==> config.mk <==
export PLATFORM = sky130hd
export DESIGN_NAME = sb_packet_rx
export DESIGN_NICKNAME = d
export VERILOG_FILES = /design/src/rtl/sb_packet_rx.sv
export SDC_FILE = /design/constraint.sdc
export NUM_CORES = 1
export LEC_CHECK = 0
export ABC_CLOCK_PERIOD_IN_PS = 2500
export BUFFER_PORTS_ARGS = -buffer_cell sky130_fd_sc_hd__buf_2
export CAP_MARGIN = 20
export CORE_MARGIN = 4
export CORE_UTILIZATION = 35
export DETAILED_ROUTE_END_ITERATION = 12
export PLACE_DENSITY = 0.63
export SYNTH_ARGS = -nofsm -noshare
export SYNTH_HDL_FRONTEND = slang
export SYNTH_SLANG_ARGS = --single-unit
==> constraint.sdc <==
create_clock -name clk -period 2.5 [get_ports clk]
set_input_delay 0.75 -clock clk [delete_from_list [all_inputs] [get_ports clk]]
set_output_delay 0.75 -clock clk [all_outputs]
set_load 0.05 [all_outputs]
==> src/rtl/sb_packet_rx.sv <==
// Snoop-bus packet receiver: deframes the byte-serial stream (Start, Type,
// Size, Data MSB-first, Error, End), checks both delimiters, aborts frames on
// an inter-byte timeout and hands good packets to a one-entry valid/ready buffer.
module sb_packet_rx #(
    parameter logic [7:0] START_BYTE = 8'hA5,
    parameter logic [7:0] END_BYTE   = 8'h5A,
    parameter int         TIMEOUT    = 16
) (
    input  logic        clk,
    input  logic        rst_n,
    input  logic [7:0]  rx_byte,
    input  logic        rx_valid,
    output logic        pkt_valid,
    input  logic        pkt_ready,
    output logic [7:0]  pkt_type,
    output logic [7:0]  pkt_size,
    output logic [31:0] pkt_data,
    output logic [7:0]  pkt_error,
    output logic [7:0]  pkt_index,
    output logic [15:0] pkt_page,
    output logic        frame_err,
    output logic        overflow
);

    // Count value seen on the idle cycle that completes the timeout window
    localparam logic [7:0] TIMEOUT_LAST = 8'(TIMEOUT - 1);

    typedef enum logic [3:0] {
        S_IDLE,
        S_TYPE,
        S_SIZE,
        S_D3,
        S_D2,
        S_D1,
        S_D0,
        S_ERR,
        S_END
    } state_t;

    state_t      state;
    state_t      state_next;
    logic [7:0]  idle_count;
    logic [7:0]  idle_count_next;
    logic [7:0]  asm_type;
    logic [7:0]  asm_size;
    logic [31:0] asm_data;
    logic [7:0]  asm_error;
    logic        good_frame;
    logic        abort_frame;
    logic        buffer_drain;

    assign buffer_drain = pkt_valid && pkt_ready;
    assign pkt_index    = pkt_data[7:0];
    assign pkt_page     = pkt_data[23:8];

    // State and inter-byte idle counter registers
    always_ff @(posedge clk or negedge rst_n) begin
        if (!rst_n) begin
            state      <= S_IDLE;
            idle_count <= '0;
        end else begin
            state      <= state_next;
            idle_count <= idle_count_next;
        end
    end

    // Next-state decode: one step per valid byte, delimiter checks, timeout abort
    always_comb begin
        state_next      = state;
        idle_count_next = idle_count;
        good_frame      = 1'b0;
        abort_frame     = 1'b0;
        if (state == S_IDLE) begin
            idle_count_next = '0;
            if (rx_valid && (rx_byte == START_BYTE)) begin
                state_next = S_TYPE;
            end
        end else if (rx_valid) begin
            idle_count_next = '0;
            case (state)
                S_TYPE:  state_next = S_SIZE;
                S_SIZE:  state_next = S_D3;
                S_D3:    state_next = S_D2;
                S_D2:    state_next = S_D1;
                S_D1:    state_next = S_D0;
                S_D0:    state_next = S_ERR;
                S_ERR:   state_next = S_END;
                S_END: begin
                    state_next = S_IDLE;
                    if (rx_byte == END_BYTE) begin
                        good_frame = 1'b1;
                    end else begin
                        abort_frame = 1'b1;
                    end
                end
                default: state_next = S_IDLE;
            endcase
        end else begin
            if (idle_count == TIMEOUT_LAST) begin
                abort_frame     = 1'b1;
                state_next      = S_IDLE;
                idle_count_next = '0;
            end else if (idle_count != 8'hFF) begin
                idle_count_next = idle_count + 8'd1;
            end
        end
    end

    // Assembly register: latch each payload byte as its state consumes it
    always_ff @(posedge clk or negedge rst_n) begin
        if (!rst_n) begin
            asm_type  <= '0;
            asm_size  <= '0;
            asm_data  <= '0;
            asm_error <= '0;
        end else if (rx_valid) begin
            case (state)
                S_TYPE:  asm_type         <= rx_byte;
                S_SIZE:  asm_size         <= rx_byte;
                S_D3:    asm_data[31:24]  <= rx_byte;
                S_D2:    asm_data[23:16]  <= rx_byte;
                S_D1:    asm_data[15:8]   <= rx_byte;
                S_D0:    asm_data[7:0]    <= rx_byte;
                S_ERR:   asm_error        <= rx_byte;
                default: ;
            endcase
        end
    end

    // One-entry output buffer: load on a good frame unless full and not draining
    always_ff @(posedge clk or negedge rst_n) begin
        if (!rst_n) begin
            pkt_valid <= 1'b0;
            pkt_type  <= '0;
            pkt_size  <= '0;
            pkt_data  <= '0;
            pkt_error <= '0;
        end else if (good_frame && (!pkt_valid || buffer_drain)) begin
            pkt_valid <= 1'b1;
            pkt_type  <= asm_type;
            pkt_size  <= asm_size;
            pkt_data  <= asm_data;
            pkt_error <= asm_error;
        end else if (buffer_drain) begin
            pkt_valid <= 1'b0;
        end
    end

    // Registered single-cycle event pulses
    always_ff @(posedge clk or negedge rst_n) begin
        if (!rst_n) begin
            frame_err <= 1'b0;
            overflow  <= 1'b0;
        end else begin
            frame_err <= abort_frame;
            overflow  <= good_frame && pkt_valid && !pkt_ready;
        end
    end

endmodule

======== Yosys cells after proc, flatten, opt, wreduce, memory -nomap -nowiden ========
Cells that the tools add are included.
word-level totals
  register bits after elaboration ......... 127
  input port bits ......................... 12
  output and inout bits ................... 83
  word-level logic and storage cells ...... 70
cells by class
  equal/unequal tests ..................... 13
  add/subtract/negate cells ............... 1
  reduce and logical (&&, ||, !) cells .... 20
  multiplexer cells ....................... 20
operators with widths
  kind                                                    number
  two-way mux 8 bit                                       4
  case mux 4 bit (7 select lines)                         1
  == test 4 x 3 -> 1 bit (second input constant)          4
  two-way mux 4 bit                                       4
  AND reduction 2 bit                                     8
  two-way mux 1 bit                                       11
  adder 8 x 1 -> 8 bit (second input constant)            1
  == test 4 x 2 -> 1 bit (second input constant)          2
  == test 8 x 4 -> 1 bit (second input constant)          1
  == test 8 x 7 -> 1 bit (second input constant)          1
  == test 8 bit (second input constant)                   1
  inequality test 8 bit (second input constant)           1
  logical AND 1 bit                                       5
  == test 4 x 1 -> 1 bit (second input constant)          1
  == test 4 bit (second input constant)                   1
  logical NOT 4 bit                                       1
  nonzero test 4 bit                                      1
  nonzero test 3 bit                                      1
  logical NOT 1 bit                                       2
  inequality test 2 x 1 -> 1 bit (second input constant)  1
  nonzero test 2 bit                                      1
  logical OR 1 bit                                        1

======== Longest topological paths before layout ========
  depth in word-level cells ............... 7
  gate-level depth with buffers ........... 7
  gate-level depth less buffers ........... 5

======== Worst setup path after synthesis ========
Ideal clock, no wire load.
  path kind ............................... input -> register
  start ................................... input rx_byte[2]
  end ..................................... register pkt_data[10]
  required time ........................... 2.375 ns
  buffers on the path ..................... 2
  setup time .............................. 0.125 ns
  arrival time ............................ 1.939 ns
  setup slack ............................. 0.436 ns
  stages .................................. 6
  cells stage by stage .................... and4bb_2 -> nand4_2 -> nor2b_4 -> buf_8 -> buf_12 -> mux2_4
on the way
  cells in the longest elaborated chain, start to end .. 6
ends and longest elaborated chain
  element                 RTL line  text
  start, declared         11        input logic [7:0] rx_byte,
  == test 8 x 7 -> 1 bit  90        if (rx_byte == END_BYTE) begin
  two-way mux 1 bit       90
  two-way mux 1 bit       80        case (state)
  two-way mux 1 bit       78        end else if (rx_valid) begin
  two-way mux 1 bit       73        if (state == S_IDLE) begin
  logical AND 1 bit       138       end else if (good_frame && (!pkt_valid || buffer_drain)) begin
  end signal, assigned    142       pkt_data <= asm_data;
  end, declared           17        output logic [31:0] pkt_data,
No other way between the ends.
A chain may end at the register's enable or synchronous reset.

======== Worst setup path in the final report ========
  start ................................... input rx_byte[2]
  end ..................................... register pkt_data[31]
Same word-level chain as after synthesis.

==> metrics <==
status=finished clean; first-pass GRT wire length=18,100 µm; detailed-route via count=3,033; worst-case clock skew=0.0104 ns; Buf/Inv on CP=2; Pleak=3.50 nW; Clock Latency Late Sink=0.41 ns; Synth Flop Type=dfrtp_1; max cap viols=0; io pins=95; syn_nets=359; IO Port Bufs=94; Overall Global Routing Usage=13.3%; RSZ-0062 raised after global routing=false; slowest stage delay, CP=0.34 ns; Overflow after GRT=0; Placed Cells=632; Setup crit end kind=register; number of global-route vias before repair=3,203; Root Buffer=clkbuf_16; Unique masters post-synth=47; commonest non-fill, non-tap cell in the layout=dfrtp_1; CP max stage cell=mux2_1; layout cell share with drive strength beyond 1=57.4%; final instance area=0.00666 mm²; commonest non-fill, non-tap cells in the layout=dfrtp_1, buf_2, mux2_2; Die Y=133 µm; P_int=4.05 mW; Fin Setup TNS=0 ns; Warnings, synthesis=0; nets@finish=453; fraction of registers with async set/reset=100%; die width=133 µm; Final HPWL DP=8060 µm; post-synthesis register bit count=127; Peak supply drop=0.517 mV; TritonRoute pass-1 iters=6; worst path cell trace=buf_2 -> and4bb_2 -> nand4_2 -> nor2b_4 -> buf_4 -> mux2_1; min-delay worst type=in2async; clk sinks=127; Mapped Area=0.00546 mm²; sequential fraction of design power=44.0%; WS Path Type=in2reg; arrival time at the worst endpoint=2.22 ns; # setup viols final=0; cells after synthesis=346; Net Sw Power=1.21 mW; final hold viol count=0; cell family with most CP delay=simple AND/OR/NAND/NOR gates; post-cts resize count=0; final non-filler cell total=664; f_max=0.517 GHz; row cnt=45; CTS tree=yes; number of post-CTS setup repair buffers=0; H-tree Lvls=4; sequential element share of the synthesized area=58.2%; Critical Path RT=2.78 ns; FILL cells=1,380; Antenna diodes=0; Initial Utilization=35.8%; largest net degree at the start of global routing=48; DR vias/cell=4.57; wire per inst=17.2 µm; crit start category=primary input; post-route ant nets=0; Bufs on Longest Clock Path=2; period utilization=77.4%; total CTS buffers=17; final WL=11,400 µm; hold_buf cts=0; Logic pwr share=8.3%; initial antenna violation count=1; Clock Pin Slew Worst Setup and Hold Paths=0.05 ns; Final Max Slew Viols=0; Worst Tran Pin Value=0.595 ns; syn_area_per_cell=15.8 µm²; area of the die=0.0177 mm²; Max-slew headroom=60.4%; initial DRC count=149; Hold Slack=0.258 ns; Switching Fraction=23.0%; critical path fanouts, max=12; Post-synth EDFFs=0; Routability Congestion=0.755; pwr dens=790 mW/mm²; Clock power frac=47.7%; layout overhead on the synthesized area=22.1%; DRC Markers=0; Tmin final=1.93 ns; Core Area=0.0153 mm²; DP Area=0.00605 mm²
state kept, by name, indices dropped and copies added, names as in the netlist:
| name | count |
|---|---|
| asm_size | 8 |
| pkt_error | 8 |
| idle_count | 8 |
| asm_error | 8 |
| pkt_type | 8 |
| asm_type | 8 |
| pkt_size | 8 |
| pkt_valid | 1 |
| frame_err | 1 |
| pkt_data | 32 |
| state | 4 |
| overflow | 1 |
| asm_data | 32 |
cell families (layout without fill, tap and decap cells):
logic type | count (synthesis) | in the layout | synth area share (%)
AOI/OAI and AO/OA | 18 | 18 | 2.84
xor gates and xnor gates | 2 | 2 | 0.321
adders and majority gates | 1 | 1 | 0.229
buffers and inverters | 40 | 147 | 6.19
DFF | 127 | 127 | 58.2
muxes | 112 | 112 | 25.9
and+or+nand+nor | 46 | 46 | 6.31
final timing paths:
path	cells past startpoint	slack, ns	end	start
min in group clk	1	0.48	pkt_type[7]	pkt_type[7]
hold / removal	1	0.26	pkt_data[16]	rst_n
setup / recovery	6	0.57	pkt_data[31]	rx_byte[2]
setup reg to reg	3	0.58	asm_data[31]	state[3]
hold reg to reg	1	0.48	pkt_type[7]	pkt_type[7]
max in group asynchronous	2	1.56	asm_size[3]	rst_n
synthesized netlist by cell type, types with 2 or more instances:
cell	count	area share, %
a21oi_1	2	0.18
a22o_1	2	0.32
a31oi_1	2	0.23
and3_1	4	0.46
and4bb_2	2	0.46
buf_12	4	1.5
buf_2	2	0.18
buf_4	27	3.7
clkbuf_1	3	0.21
dfrtp_1	127	58
inv_1	2	0.14
mux2_1	10	2.1
mux2_2	62	13
mux2_4	40	11
nand2_1	5	0.34
nand2b_1	2	0.23
nand3_1	6	0.55
nor2_1	8	0.55
nor2_2	2	0.23
nor3_1	3	0.28
nor4_4	2	0.78
o211a_1	2	0.37
o21ai_0	2	0.18
or4bb_1	2	0.41
area by class of cell:
type                            count  area, µm²  area share [%]
Sequential cell                   127       3180            47.7
Multi-Input combinational cell    179       1940            29.1
Tap cell                          211        264            3.96
Timing Repair Buffer              113        657            9.86
Clock buffer                       19        453            6.80
Inverter                            2       7.51           0.113
Clock inverter                     13        164            2.46
per-layer routing:
| metal | up-vias | part of all wire, % | routed length (µm) | GRT usage, % |
|---|---|---|---|---|
| li1 | 1404 | - | - | - |
| met4 | 2 | 0.95 | 108 | 4.50 |
| met3 | 9 | 5.7 | 646 | 4.45 |
| met1 | 1542 | 43 | 4950 | 16.3 |
| met5 | - | 0.18 | 20 | 0 |
| met2 | 76 | 50 | 5660 | 21.9 |
metrics by stage:
stage                     setup slack, ns  total power, mW  util, %
after CTS                           0.572             5.33     43.7
final                               0.565             5.27     43.7
after detailed placement            0.147             2.80     39.6
after floorplan                     0.436             2.62        -
after global placement              0.197             2.77     39.6
after global routing                0.489             5.49     43.7
power groups by stage:
stage / Combinational (mW) / Clock [mW] / Sequential (mW)
after floorplan: 0.315 / 0 / 2.31
after global placement: 0.423 / 0 / 2.35
after detailed placement: 0.443 / 0 / 2.36
after CTS: 0.444 / 2.56 / 2.32
after global routing: 0.480 / 2.67 / 2.34
final: 0.437 / 2.51 / 2.32
(Power assumes the default switching activity.)
